<file path="config.mk">
export PLATFORM = sky130hd
export DESIGN_NAME = data_mem_arbiter_flat
export DESIGN_NICKNAME = d
export VERILOG_FILES = /design/src/rtl/data_mem_arb_pkg.sv /design/src/rtl/data_mem_arbiter_if.sv /design/src/rtl/rr_arbiter2.sv /design/src/rtl/data_mem_arbiter.sv /design/src/flat_wrapper.sv
export SDC_FILE = /design/constraint.sdc
export NUM_CORES = 1
export LEC_CHECK = 0
export CORE_AREA = 2 2 117 119
export DETAILED_ROUTE_END_ITERATION = 10
export DIE_AREA = 0 0 119 121
export PLACE_DENSITY = 0.78
export SETUP_SLACK_MARGIN = 0.15
export SLEW_MARGIN = 10
export SYNTH_ARGS = -nofsm -noshare
export SYNTH_HDL_FRONTEND = slang
export SYNTH_SLANG_ARGS = --single-unit
</file>
<file path="constraint.sdc">
create_clock -name clock -period 8.5 [get_ports clock]
set_clock_uncertainty 0.05 [all_clocks]
set_input_delay 1.7 -clock clock [delete_from_list [all_inputs] [get_ports clock]]
set_output_delay 1.7 -clock clock [all_outputs]
set_load 0.05 [all_outputs]
</file>
<file path="src/rtl/data_mem_arb_pkg.sv">
// Shared constants and the request bundle for the data memory arbiter.
package data_mem_arb_pkg;

  localparam int DATA_WIDTH_DEF  = 32;
  localparam int ADDR_WIDTH_DEF  = 32;
  localparam int DEPTH_WORDS_DEF = 64;
  localparam int WORD_LSB        = 2;

  // The bundle uses the default widths; the top is used at those widths.
  typedef struct packed {
    logic                      we;
    logic [ADDR_WIDTH_DEF-1:0] addr;
    logic [DATA_WIDTH_DEF-1:0] wdata;
  } req_t;

endpackage

</file>
<file path="src/rtl/data_mem_arbiter_if.sv">
// One master port of the data memory arbiter: request handshake plus response.
interface data_mem_arbiter_if
  import data_mem_arb_pkg::*;
#(
  parameter int DATA_WIDTH = DATA_WIDTH_DEF,
  parameter int ADDR_WIDTH = ADDR_WIDTH_DEF
);

  // Handshake: a request moves when req_valid && req_ready on a rising edge;
  // the master holds valid and payload stable until then. rsp_valid is a
  // one-cycle pulse that cannot be back-pressured.
  logic                  req_valid;
  logic                  req_ready;
  logic                  req_we;
  logic [ADDR_WIDTH-1:0] req_addr;
  logic [DATA_WIDTH-1:0] req_wdata;
  logic                  rsp_valid;
  logic [DATA_WIDTH-1:0] rsp_rdata;
  logic                  rsp_err;

  modport master (
    output req_valid, req_we, req_addr, req_wdata,
    input  req_ready, rsp_valid, rsp_rdata, rsp_err
  );

  modport slave (
    input  req_valid, req_we, req_addr, req_wdata,
    output req_ready, rsp_valid, rsp_rdata, rsp_err
  );

endinterface

</file>
<file path="src/rtl/rr_arbiter2.sv">
// Two-request round-robin arbiter; prio names the winner of the next tie.
module rr_arbiter2 (
  input  logic       clock,
  input  logic       reset,
  input  logic [1:0] req,
  input  logic       advance,
  output logic [1:0] grant,
  output logic       prio
);

  // Grants are suppressed while reset is high so nothing transfers then.
  always_comb begin
    grant = 2'b00;
    if (!reset) begin
      if (req == 2'b11) grant = prio ? 2'b10 : 2'b01;
      else              grant = req;
    end
  end

  always_ff @(posedge clock or posedge reset) begin
    if (reset)        prio <= 1'b0;
    else if (advance) prio <= grant[0];
  end

endmodule

</file>
<file path="src/rtl/data_mem_arbiter.sv">
// Shares one asynchronous-read data memory between two masters, one access per cycle.
module data_mem_arbiter
  import data_mem_arb_pkg::*;
#(
  parameter int DATA_WIDTH  = DATA_WIDTH_DEF,
  parameter int ADDR_WIDTH  = ADDR_WIDTH_DEF,
  parameter int DEPTH_WORDS = DEPTH_WORDS_DEF
) (
  input  logic                  clock,
  input  logic                  reset,
  data_mem_arbiter_if.slave     m0,
  data_mem_arbiter_if.slave     m1,
  output logic                  mem_write_enable,
  output logic [ADDR_WIDTH-1:0] mem_address,
  output logic [DATA_WIDTH-1:0] mem_write_data,
  input  logic [DATA_WIDTH-1:0] mem_read_data,
  output logic                  prio
);

  localparam int IDX_W = ADDR_WIDTH - WORD_LSB;
  localparam logic [IDX_W-1:0] DEPTH_IDX = IDX_W'(DEPTH_WORDS);

  logic [1:0]            grant;
  logic                  xfer;
  logic                  err;
  req_t                  sel;
  logic [DATA_WIDTH-1:0] rsp_data;

  rr_arbiter2 u_arb (
    .clock   (clock),
    .reset   (reset),
    .req     ({m1.req_valid, m0.req_valid}),
    .advance (xfer),
    .grant   (grant),
    .prio    (prio)
  );

  assign m0.req_ready = grant[0];
  assign m1.req_ready = grant[1];
  assign xfer         = |grant;

  always_comb begin
    sel.we    = m0.req_we;
    sel.addr  = m0.req_addr;
    sel.wdata = m0.req_wdata;
    if (grant[1]) begin
      sel.we    = m1.req_we;
      sel.addr  = m1.req_addr;
      sel.wdata = m1.req_wdata;
    end
  end

  assign err = (sel.addr[WORD_LSB-1:0] != '0) ||
               (sel.addr[ADDR_WIDTH-1:WORD_LSB] >= DEPTH_IDX);

  // The bus idles at zero so nothing stale reaches the memory pins.
  assign mem_write_enable = xfer && sel.we && !err;
  assign mem_address      = xfer ? sel.addr  : '0;
  assign mem_write_data   = xfer ? sel.wdata : '0;
  assign rsp_data         = (!sel.we && !err) ? mem_read_data : '0;

  always_ff @(posedge clock or posedge reset) begin
    if (reset) begin
      m0.rsp_valid <= 1'b0;
      m0.rsp_err   <= 1'b0;
      m0.rsp_rdata <= '0;
      m1.rsp_valid <= 1'b0;
      m1.rsp_err   <= 1'b0;
      m1.rsp_rdata <= '0;
    end else begin
      m0.rsp_valid <= grant[0];
      m1.rsp_valid <= grant[1];
      if (grant[0]) begin
        m0.rsp_err   <= err;
        m0.rsp_rdata <= rsp_data;
      end
      if (grant[1]) begin
        m1.rsp_err   <= err;
        m1.rsp_rdata <= rsp_data;
      end
    end
  end

endmodule

</file>
<file path="src/flat_wrapper.sv">
// flat-port wrapper written by rule: the top's interface ports become plain ports
module data_mem_arbiter_flat import data_mem_arb_pkg::*;
#(
  parameter int DATA_WIDTH  = DATA_WIDTH_DEF,
  parameter int ADDR_WIDTH  = ADDR_WIDTH_DEF,
  parameter int DEPTH_WORDS = DEPTH_WORDS_DEF
)
  (clock, reset, mem_write_enable, mem_address, mem_write_data, mem_read_data, prio, m0_req_valid, m0_req_we, m0_req_addr, m0_req_wdata, m0_req_ready, m0_rsp_valid, m0_rsp_rdata, m0_rsp_err, m1_req_valid, m1_req_we, m1_req_addr, m1_req_wdata, m1_req_ready, m1_rsp_valid, m1_rsp_rdata, m1_rsp_err);
  data_mem_arbiter_if #(.DATA_WIDTH(DATA_WIDTH), .ADDR_WIDTH(ADDR_WIDTH)) m0_i ();
  data_mem_arbiter_if #(.DATA_WIDTH(DATA_WIDTH), .ADDR_WIDTH(ADDR_WIDTH)) m1_i ();
  input  logic clock;
  input  logic reset;
  output logic mem_write_enable;
  output logic [ADDR_WIDTH-1:0] mem_address;
  output logic [DATA_WIDTH-1:0] mem_write_data;
  input  logic [DATA_WIDTH-1:0] mem_read_data;
  output logic prio;
  input wire logic [$bits(m0_i.req_valid)-1:0] m0_req_valid;
  input wire logic [$bits(m0_i.req_we)-1:0] m0_req_we;
  input wire logic [$bits(m0_i.req_addr)-1:0] m0_req_addr;
  input wire logic [$bits(m0_i.req_wdata)-1:0] m0_req_wdata;
  output wire logic [$bits(m0_i.req_ready)-1:0] m0_req_ready;
  output wire logic [$bits(m0_i.rsp_valid)-1:0] m0_rsp_valid;
  output wire logic [$bits(m0_i.rsp_rdata)-1:0] m0_rsp_rdata;
  output wire logic [$bits(m0_i.rsp_err)-1:0] m0_rsp_err;
  input wire logic [$bits(m1_i.req_valid)-1:0] m1_req_valid;
  input wire logic [$bits(m1_i.req_we)-1:0] m1_req_we;
  input wire logic [$bits(m1_i.req_addr)-1:0] m1_req_addr;
  input wire logic [$bits(m1_i.req_wdata)-1:0] m1_req_wdata;
  output wire logic [$bits(m1_i.req_ready)-1:0] m1_req_ready;
  output wire logic [$bits(m1_i.rsp_valid)-1:0] m1_rsp_valid;
  output wire logic [$bits(m1_i.rsp_rdata)-1:0] m1_rsp_rdata;
  output wire logic [$bits(m1_i.rsp_err)-1:0] m1_rsp_err;
  assign m0_i.req_valid = m0_req_valid;
  assign m0_i.req_we = m0_req_we;
  assign m0_i.req_addr = m0_req_addr;
  assign m0_i.req_wdata = m0_req_wdata;
  assign m0_req_ready = m0_i.req_ready;
  assign m0_rsp_valid = m0_i.rsp_valid;
  assign m0_rsp_rdata = m0_i.rsp_rdata;
  assign m0_rsp_err = m0_i.rsp_err;
  assign m1_i.req_valid = m1_req_valid;
  assign m1_i.req_we = m1_req_we;
  assign m1_i.req_addr = m1_req_addr;
  assign m1_i.req_wdata = m1_req_wdata;
  assign m1_req_ready = m1_i.req_ready;
  assign m1_rsp_valid = m1_i.rsp_valid;
  assign m1_rsp_rdata = m1_i.rsp_rdata;
  assign m1_rsp_err = m1_i.rsp_err;
  data_mem_arbiter #(.DATA_WIDTH(DATA_WIDTH), .ADDR_WIDTH(ADDR_WIDTH), .DEPTH_WORDS(DEPTH_WORDS)) u_core (.clock(clock), .reset(reset), .m0(m0_i), .m1(m1_i), .mem_write_enable(mem_write_enable), .mem_address(mem_address), .mem_write_data(mem_write_data), .mem_read_data(mem_read_data), .prio(prio));
endmodule
</file>
==> results of run 1 <==
[routing by layer]
metal	track usage	wire, microns	up-vias
met5	0	0	-
met4	0.112	718	0
met3	0.0672	1690	37
met2	0.446	9560	268
met1	0.327	7970	2541
li1	-	-	2430
[flip-flops by register name, indices dropped and copies added (netlist names)]
signal and flops:
u_core.m0.rsp_rdata 32, u_core.m1.rsp_rdata 32, u_core.m0.rsp_err 1, u_core.m0.rsp_valid 1, u_core.m1.rsp_err 1, u_core.m1.rsp_valid 1
u_core.u_arb.prio 1
[tightest hold or removal path: stages, from the launching register on]
cell and delay (ns):
dfrtp_1 0.34, nand2_1 0.06, o41ai_2 0.05
[power by group through the flow]
stage / Combinational [mW] / Sequential (mW) / Clock, mW
floorplan: 0.144 / 0.341 / 0
global placement: 0.294 / 0.337 / 0
detailed placement: 0.297 / 0.337 / 0
CTS: 0.298 / 0.331 / 0.419
global route: 0.314 / 0.331 / 0.433
finish: 0.298 / 0.331 / 0.413
[cell usage after synthesis]
cell type and number:
buf_1 2, nand2_1 228, inv_2 1, buf_4 1, nand2b_1 3, nor4_1 11, dfrtp_1 69, buf_2 10
nor2_1 2, buf_6 7, a21oi_1 64, nand3_1 1, o31ai_1 2, nand3b_1 32, nor4b_2 1, o31a_1 3
inv_1 2, or4_1 1, nor2b_1 1, nand4_1 2, mux2_2 1, o41ai_2 32, o31ai_2 30, o2111ai_1 1
mux2_4 1, or2_1 1, clkbuf_1 33, o21ai_0 1
[cell families (layout without fill, tap and decap cells)]
family / count (synthesis) / count (layout)
AO/OA/AOI/OAI: 133 / 133
other: 0 / 1
AND/OR/NAND/NOR: 283 / 283
flip-flops: 69 / 69
buffers and inverters: 56 / 330
multiplexers: 2 / 2
[cell type report]
| type | instances | area (sq um) |
|---|---|---|
| Inverter | 3 | 13.8 |
| Sequential cell | 69 | 1730 |
| Clock buffer | 10 | 239 |
| Antenna cell | 1 | 2.50 |
| Multi-Input combinational cell | 418 | 2560 |
| Tap cell | 176 | 220 |
| Clock inverter | 6 | 93.8 |
| Fill cell | 1128 | 5140 |
| Timing Repair Buffer | 311 | 3090 |
[final timing paths]
| kind | slack, ns | cells after the start | end |
|---|---|---|---|
| setup / recovery | 1.67 | 8 | mem_write_data[8] |
| hold / removal | 0.43 | 2 | u_core.m0.rsp_rdata[12] |
| setup reg to reg | 5.66 | 5 | u_core.m0.rsp_rdata[14] |
| hold reg to reg | 0.43 | 2 | u_core.m0.rsp_rdata[12] |
| max in group asynchronous | 5.83 | 3 | u_core.m0.rsp_rdata[28] |
| min in group asynchronous | 1.98 | 3 | u_core.m0.rsp_err |
[stage by stage]
stage               instance area, sq um  hold WS (ns)   util
floorplan                           4550         0.706      -
global placement                    7600         0.411  0.581
detailed placement                  7600         0.414  0.581
CTS                                 7940         0.435  0.607
global route                        7940         0.447  0.607
finish                              7940         0.431  0.607
==> run summary, run 1 <==
Status: completed
Post-Synth Adder-Cell Area: 0
Remaining DRCs: 0
Final WS setup: 1.67 ns
Largest family of logic cells by synthesized area: compound AO/OA/AOI/OAI gates
Initial antenna violation count: 1
Hpwl dp: 14,400 microns
Wire per inst: 20.1 microns
Required @ worst endpoint: 6.75 ns
Mapped Cells: 543
Crit-path cells: clkdlybuf4s50_1 > nand2b_1 > or2_4 > clkinv_2 > buf_4 > nand2_1 > a21oi_1 > clkdlybuf4s50_1
Fraction of layout cells with a size suffix above 1: 0.118
Most common cell after layout, fill and taps aside: clkdlybuf4s50_1
Largest net degree at the start of global routing: 71
Mux cell area share after synthesis: 0.00578
Clock tree buffer depth: 2
Max-slew violation count: 0
Cell variety after synth: 28
CTS tree: yes
Max-capacitance violation count: 0
P&R area growth vs syn: 74.6%
H-tree levels: 3
Rows: 42
Flops & latches, synth: 69
Grt ovf: 0
I/O Buffers: 301
Mapped Nets: 709
Pleak: 3.17 nW
CP Class: in -> out
Pre-CTS setup slack: 1.65 ns
Synthesized area: 4550 sq um
Vias after detailed routing: 5,276
Unrepaired setup endpoints after global routing: no
Post-synthesis xor/xnor area fraction: 0
Final number of setup-violating endpoints: 0
Num ports: 302
P_sw: 322 uW
Worst Path Buf+Inv: 4
Fmax: 146 MHz
GRT Util Overall: 0.266
Final non-filler cell total: 994
Initial cell density of the core: 0.347
Vias in the first global route: 5,277
Leading area contributor after synthesis: dfrtp_1
Most frequent cells in the layout: clkdlybuf4s50_1 (301), nand2_1 (228), dfrtp_1 (69)
Relative slew margins: 0.204
# Post-CTS Setup Buffers: 0
First-pass GRT wire length: 29,900 microns
Switching share of power: 0.310
Clock power frac: 0.396
Crit path capture type: output pin
Clk slew on worst S/H paths: 0.06 ns
Fin crit share: 0.803
Sum Neg Setup Slack: 0 ns
Top-area cell type share of the netlist area: 0.380
Most frequent CP cell: clkdlybuf4s50_1
Die Height: 121 microns
HP Class: reg -> reg
Reg-to-Reg Start: u_core.u_arb.prio
Post-Synth Simple-Gate Area: 0.274
Combinational share of power: 0.286
Delay of the slowest critical-path stage: 0.89 ns
Sequential share of the synthesized area: 0.380
CTS Buf Count: 9
Cell family with most CP delay: buffers and inverters
PwrDens: 131 nW/um^2
Clock Sinks: 69
Die X-Extent: 119 microns
Setup crit start kind: input port
Slew @ Worst Pin: 1.19 ns
Final hold viol count: 0
Worst-path fanout max: 64
Die area: 14,400 sq um
Dpl cells: 977
Drt first pass iters: 4
Critical Path Slowest Stage Cell: clkdlybuf4s50_1
Critical path arrival: 5.08 ns
Detailed Route Iter0 Violations: 333
Root buffer cell: clkbuf_16
Nets: 978
Clk Latency, worst-skew pair: 0.32 ns
Final WL: 19,900 microns
Vias per inst: 5.31
Worst vdd ir: 0.000124 V
Minimum clock period: 6.83 ns
Worst Setup SP: m1_req_valid
Area contributors post-synth: dfrtp_1 (38%), nand2_1 (19%), o41ai_2 (11%)
Pint: 719 uW
Resized cells post-CTS: 0
Compound-Gate Fraction of Synth Area: 0.280
Synth Area per Inst: 8.37 sq um
Tot Pwr: 1.04 mW
Hold bufs inserted after CTS: 0
Antenna Nets Post-Route: 0
Hold Path Origin: u_core.m0.rsp_rdata[12]
Core box area: 13,100 sq um
GP Congestion: 0.949
Yosys warnings: 0
Flop pwr share: 0.317
Note: power is estimated with default switching activity, not from simulation.
==> inputs of run 2 (changes only) <==
- CORE_AREA: 2 2 117 119 -> 2 2 118 120
- DIE_AREA: 0 0 119 121 -> 0 0 120 122
- PLACE_DENSITY: 0.78 -> 0.77
- clock period: 8.5 -> 7 ns (I/O delays scaled with it)
==> run 2 against run 1 <==
Flip-flop and latch count unchanged. Sequential share of layout area about the same. Clock-buffer cell count grew 1. Global-route usage is 1.9 points lower. Critical path type unchanged. Register-to-register slack worse by 1.1 ns. Via count fell by 3.3%. Cell count up 0.50%. Combinational power is 20% higher. Clock power increased by 14%. Setup slack lost 0.66 ns. Largest power group unchanged.
==> run summary, run 2 (synthesis results as in run 1) <==
Vias per inst: 5.11
Cell family with most CP delay: buffers and inverters
GP Congestion: 0.866
Final non-filler cell total: 999
Fmax: 167 MHz
Initial antenna violation count: 0
Num ports: 302
Fillers: 1,194
WHS: 0.422 ns
Dpl cells: 983
First-pass GRT wire length: 28,000 microns
Most frequent CP cell: clkdlybuf4s50_1
Hold bufs inserted after CTS: 0
GRT Util Overall: 0.248
Crit-path cells: clkdlybuf4s50_1 > nor2b_1 > or2_4 > buf_4 > nand2_1 > a21oi_1 > clkdlybuf4s50_1
Required @ worst endpoint: 5.55 ns
CP Class: in -> out
Grt ovf: 0
Final WL: 18,500 microns
Crit path capture type: output pin
M3 GR Usage: 0.0655
Final instance area: 7960 sq um
Largest regs: u_core.m0.rsp_rdata: 32 flops, u_core.m1.rsp_rdata: 32 flops
Final WS setup: 1.02 ns
Cell depth of the worst setup path: 7
Drt first pass iters: 4
Fraction of layout cells with a size suffix above 1: 0.121
Final number of setup-violating endpoints: 0
Antenna Nets Post-Route: 0
Sum Neg Setup Slack: 0 ns
R2R cell count: 5
I/O Buffers: 301
Area after DPL: 7650 sq um
Hpwl dp: 13,100 microns
Vias in the first global route: 4,970
Minimum clock period: 5.98 ns
Remaining DRCs: 0
Clock tree buffer depth: 2
PwrDens: 154 nW/um^2
Worst Path Buf+Inv: 3
Resized cells post-CTS: 0
Largest net degree at the start of global routing: 73
# Post-CTS Setup Buffers: 0
Worst hold stages: 2
Met1 Track Usage GR: 0.302
Most frequent cells in the layout: clkdlybuf4s50_1 (300), nand2_1 (228), dfrtp_1 (69)
Clk Latency, worst-skew pair: 0.32 ns
Critical path arrival: 4.53 ns
Diodes inserted: 0
Detailed Route Iter0 Violations: 286
Critical Path Slowest Stage Cell: clkdlybuf4s50_1
Final hold viol count: 0
Most used routing layer: met2
Relative slew margins: 0.287
Die Height: 122 microns
Most common cell after layout, fill and taps aside: clkdlybuf4s50_1
Initial cell density of the core: 0.337
Slew @ Worst Pin: 1.07 ns
Tot Pwr: 1.23 mW
Unrepaired setup endpoints after global routing: no
Pleak: 3.18 nW
Nets: 980
CTS Buf Count: 9
Die area: 14,600 sq um
H-tree levels: 3
Root buffer cell: clkbuf_16
CTS tree: yes
Final core occ: 0.589
Clock Sinks: 69
Fin crit share: 0.855
P&R area growth vs syn: 75.0%
Clk slew on worst S/H paths: 0.05 ns
Max-slew violation count: 0
Die X-Extent: 120 microns
Met2 Track Usage GR: 0.418
Max-capacitance violation count: 0
Setup crit start kind: input port
Wire per inst: 18.5 microns
Core box area: 13,500 sq um
Rows: 43
Worst-path fanout max: 72
Status: completed
HP Class: reg -> reg
Delay of the slowest critical-path stage: 0.92 ns
Pre-CTS setup slack: 1.00 ns
Worst vdd ir: 0.000118 V
Vias after detailed routing: 5,101
run 2: cell types whose count changed in the layout (fill, tap and decap cells not counted), sizes merged:
cell           before  now
bufinv              2    1
clkbuf             10   11
clkinv              4    5
buf                10   13
clkinvlp            1    0
clkdlybuf4s50     301  300
diode               1    0
run 2: area by class of cell:
class,instances,area [sq um],area share
Clock buffer,11,253,0.0318
Clock inverter,5,57.6,0.00723
Inverter,3,13.8,0.00173
Multi-Input combinational cell,418,2560,0.321
Sequential cell,69,1730,0.217
Tap cell,180,225,0.0283
Timing Repair Buffer,313,3130,0.393
run 2: worst paths after layout:
kind / start / endpoint / slack [ns]
worst max-delay path: m0_req_valid / mem_write_data[7] / 1.02
worst min-delay path: u_core.m0.rsp_rdata[25] / u_core.m0.rsp_rdata[25] / 0.42
worst max register to register: u_core.u_arb.prio / u_core.m0.rsp_rdata[2] / 4.56
worst min register to register: u_core.m0.rsp_rdata[25] / u_core.m0.rsp_rdata[25] / 0.42
max in group asynchronous: reset / u_core.m0.rsp_rdata[13] / 4.63
min in group asynchronous: reset / u_core.m1.rsp_rdata[25] / 1.70
run 2: power by group:
| group | internal (mW) | switching, mW | total [mW] |
|---|---|---|---|
| sequential | 0.400 | 0.000997 | 0.401 |
| clock | 0.296 | 0.173 | 0.469 |
| combinational | 0.151 | 0.207 | 0.359 |
| total | 0.847 | 0.381 | 1.23 |
run 2: tightest hold or removal path: cells and delay by family (launching register included):
kind,cells,cell delay (ns)
AO/OA/AOI/OAI,1,0.05
flip-flops,1,0.33
AND/OR/NAND/NOR,1,0.06
run 2: metal layers:
| metal | vias up | routed length [microns] |
|---|---|---|
| met1 | 2422 | 7380 |
| li1 | 2432 | - |
| met2 | 216 | 8920 |
| met4 | 0 | 561 |
| met3 | 31 | 1640 |
| met5 | - | 0 |
==> inputs of run 3 (changes only) <==
- CTS_CLUSTER_SIZE: default -> 14
==> results of run 3 <==
No change in the layout: final DEF, timing and power equal those of run 2.
==> edit: new RTL, config.mk and constraints of run 1 <==
`ADDR_WIDTH_DEF`: 32 -> 64.
--- a/src/rtl/data_mem_arb_pkg.sv
+++ b/src/rtl/data_mem_arb_pkg.sv
@@ -2,7 +2,7 @@
 package data_mem_arb_pkg;
 
   localparam int DATA_WIDTH_DEF  = 32;
-  localparam int ADDR_WIDTH_DEF  = 32;
+  localparam int ADDR_WIDTH_DEF  = 64;
   localparam int DEPTH_WORDS_DEF = 64;
   localparam int WORD_LSB        = 2;
 
Interface: changed (resized m0_req_addr, m1_req_addr and mem_address); port bits go from 302 to 398. No check against the original RTL was run, so the function may have changed too.
==> edit against run 1 <==
Setup slack worse by 8.0 ps; final area is 17% higher; sequential cell count unchanged; global-route usage increased by 8.1 points; area after synthesis up 8.6%; total power up 13%; maximum frequency is 0.12% lower; first-iteration DRC count rose to 2.6 times the old value; synthesized cell count rose by 26%; routed wire length rose by 29%; critical endpoint is now mem_write_data[22].
==> edit: results (changes against run 1) <==
Detailed routing
  • Routed length per instance: 21.1 um (+5.1%)
  • Via density: 5.47 (+3.0%)
  • Starting DRT DRC Count: 868 (+160%)
  • First-pass iteration count of the detailed router: 5 (+1)

Power
  • Pleak: 3.53 nW (+11%)
  • Power Internal: 0.795 mW (+11%)
  • Peak supply drop: 0.0000824 V (-34%)

Final layout
  • Share of layout cells above drive strength 1: 6.54% (-5.2 points)
  • Largest regs: u_core.m0.rsp_rdata: 32 flops, u_core.m1.rsp_rdata: 32 flops
  • Nets: 1,265 (+29%)

Logic synthesis
  • Area share of the largest cell type after synthesis: 35.0% (-3.0 points)
  • Fraction of the yosys area taken by sequential cells: 35.0% (-3.0 points)
  • Top cell types by occurrence after synthesis: 265 x nand2_1, 96 x a21oi_1, 69 x dfrtp_1, 56 x clkbuf_1, 38 x nand4_1
  • Ys flop type: dfrtp_1
  • Largest cells by area after synthesis: dfrtp_1 35%, nand2_1 20%, a21oi_1 9.7%
  • Mapped Nets: 912 (+29%)
  • Yosys warns: 0 (unchanged)
  • Post-synth cell types: 29 (+3.6%)

GRT
  • Largest net degree at the start of global routing: 86 (+21%)
  • Initial antenna violation count: 1 (unchanged)
  • First-pass GRT wire length: 38.5 mm (+29%)
  • All-Layer GR Usage: 34.7% (+8.1 points)
  • Vias in the first global route: 6,251 (+18%)

Setup path
  • Critical path peak fanout: 71 (+11%)
  • Worst path slowest cell: clkdlybuf4s50_1
  • Worst EP arrival: 5090 ps (about the same)
  • Worst r2r dst: u_core.m1.rsp_rdata[3]
  • Crit-path max cell delay: 910 ps (+20 ps)
  • Worst reg2reg setup slack: 5520 ps (-140 ps)
  • Reg2Reg Depth: 7 (+2)

Worst hold path
  • WHS Endpoint: u_core.m1.rsp_rdata[23]
  • Hold Crit Depth: 2 (unchanged)
  • Hold path startpoint: u_core.m1.rsp_rdata[23]

Clock tree
  • CTS Buf Count: 9 (unchanged)
  • H-tree levels: 3 (unchanged)
  • CTS-repair resized insts: 0 (unchanged)
  • Later-pin clock latency in the skew report: 320 ps (about the same)
  • Clk slew on worst S/H paths: 50 ps

Place
  • Dpl hpwl: 19.7 mm (+36%)
  • Pre-CTS WS: 1660 ps (+3.05 ps)
  • Routability Congestion: 0.980 (+3.2%)
  • IO buf count: 397 (+32%)

STA
  • Worst-Margin Slew: 909 ps (-283 ps)
  • F_max: 146 MHz (-0.12%)

Status
  • Status: completed
edit: cell families after synthesis:
kind of cell           after synthesis  share of synthesized area [%]
AO/OA/AOI/OAI                      166                           23.8
buffers and inverters               72                           6.44
flip-flops                          69                           35.0
AND/OR/NAND/NOR                    375                           34.8
edit: worst max path at each step:
stage	from	end	cells past startpoint
3_5_place_dp	reset	mem_write_data[29]	7
5_1_grt	reset	mem_write_data[29]	7
4_1_cts	reset	mem_write_data[29]	7
3_3_place_gp	reset	mem_write_data[22]	7
6_report	reset	mem_write_data[22]	7
2_1_floorplan	reset	mem_address[50]	7
edit: worst register-to-register path, cell delays in order, from the launching register on:
cell	delay (ps)
dfrtp_1	410
nand2b_1	190
nand3_4	120
buf_4	630
nor3_1	230
a2bb2o_4	270
buf_4	680
o31ai_1	230
edit: power groups by stage:
| stage | Sequential, mW | Combinational [mW] | Clock, mW |
|---|---|---|---|
| 6_report | 0.331 | 0.416 | 0.433 |
| 5_1_grt | 0.331 | 0.436 | 0.448 |
| 4_1_cts | 0.331 | 0.413 | 0.436 |
| 3_5_place_dp | 0.337 | 0.411 | 0 |
| 3_3_place_gp | 0.336 | 0.412 | 0 |
| 2_1_floorplan | 0.341 | 0.196 | 0 |
edit: routing by layer:
layer,track usage [%],routed length [um],up-vias
met5,0,11,-
met4,9.23,571,2
met3,9.73,2700,38
met2,54.4,11900,428
met1,47.1,10500,3074
li1,-,-,3111
edit: metrics by stage:
step | instance area, sq um | total power [mW] | instances | hold WS (ps)
global placement | 8950 | 0.748 | 1200 | 409
floorplan | 4940 | 0.537 | 682 | 706
CTS | 9300 | 1.18 | 1216 | 427
finish | 9310 | 1.18 | 1217 | 422
detailed placement | 8950 | 0.748 | 1200 | 415
global route | 9300 | 1.21 | 1216 | 450
edit: layout make-up:
type,count,area (sq um)
fillers,1083,3780
repair buffers,410,4070
flip-flops and latches,69,1730
multi-input cells,541,2920
inverters,4,17.5
clock inverters,6,110
well taps,176,220
diodes,1,2.50
clock buffers,10,239
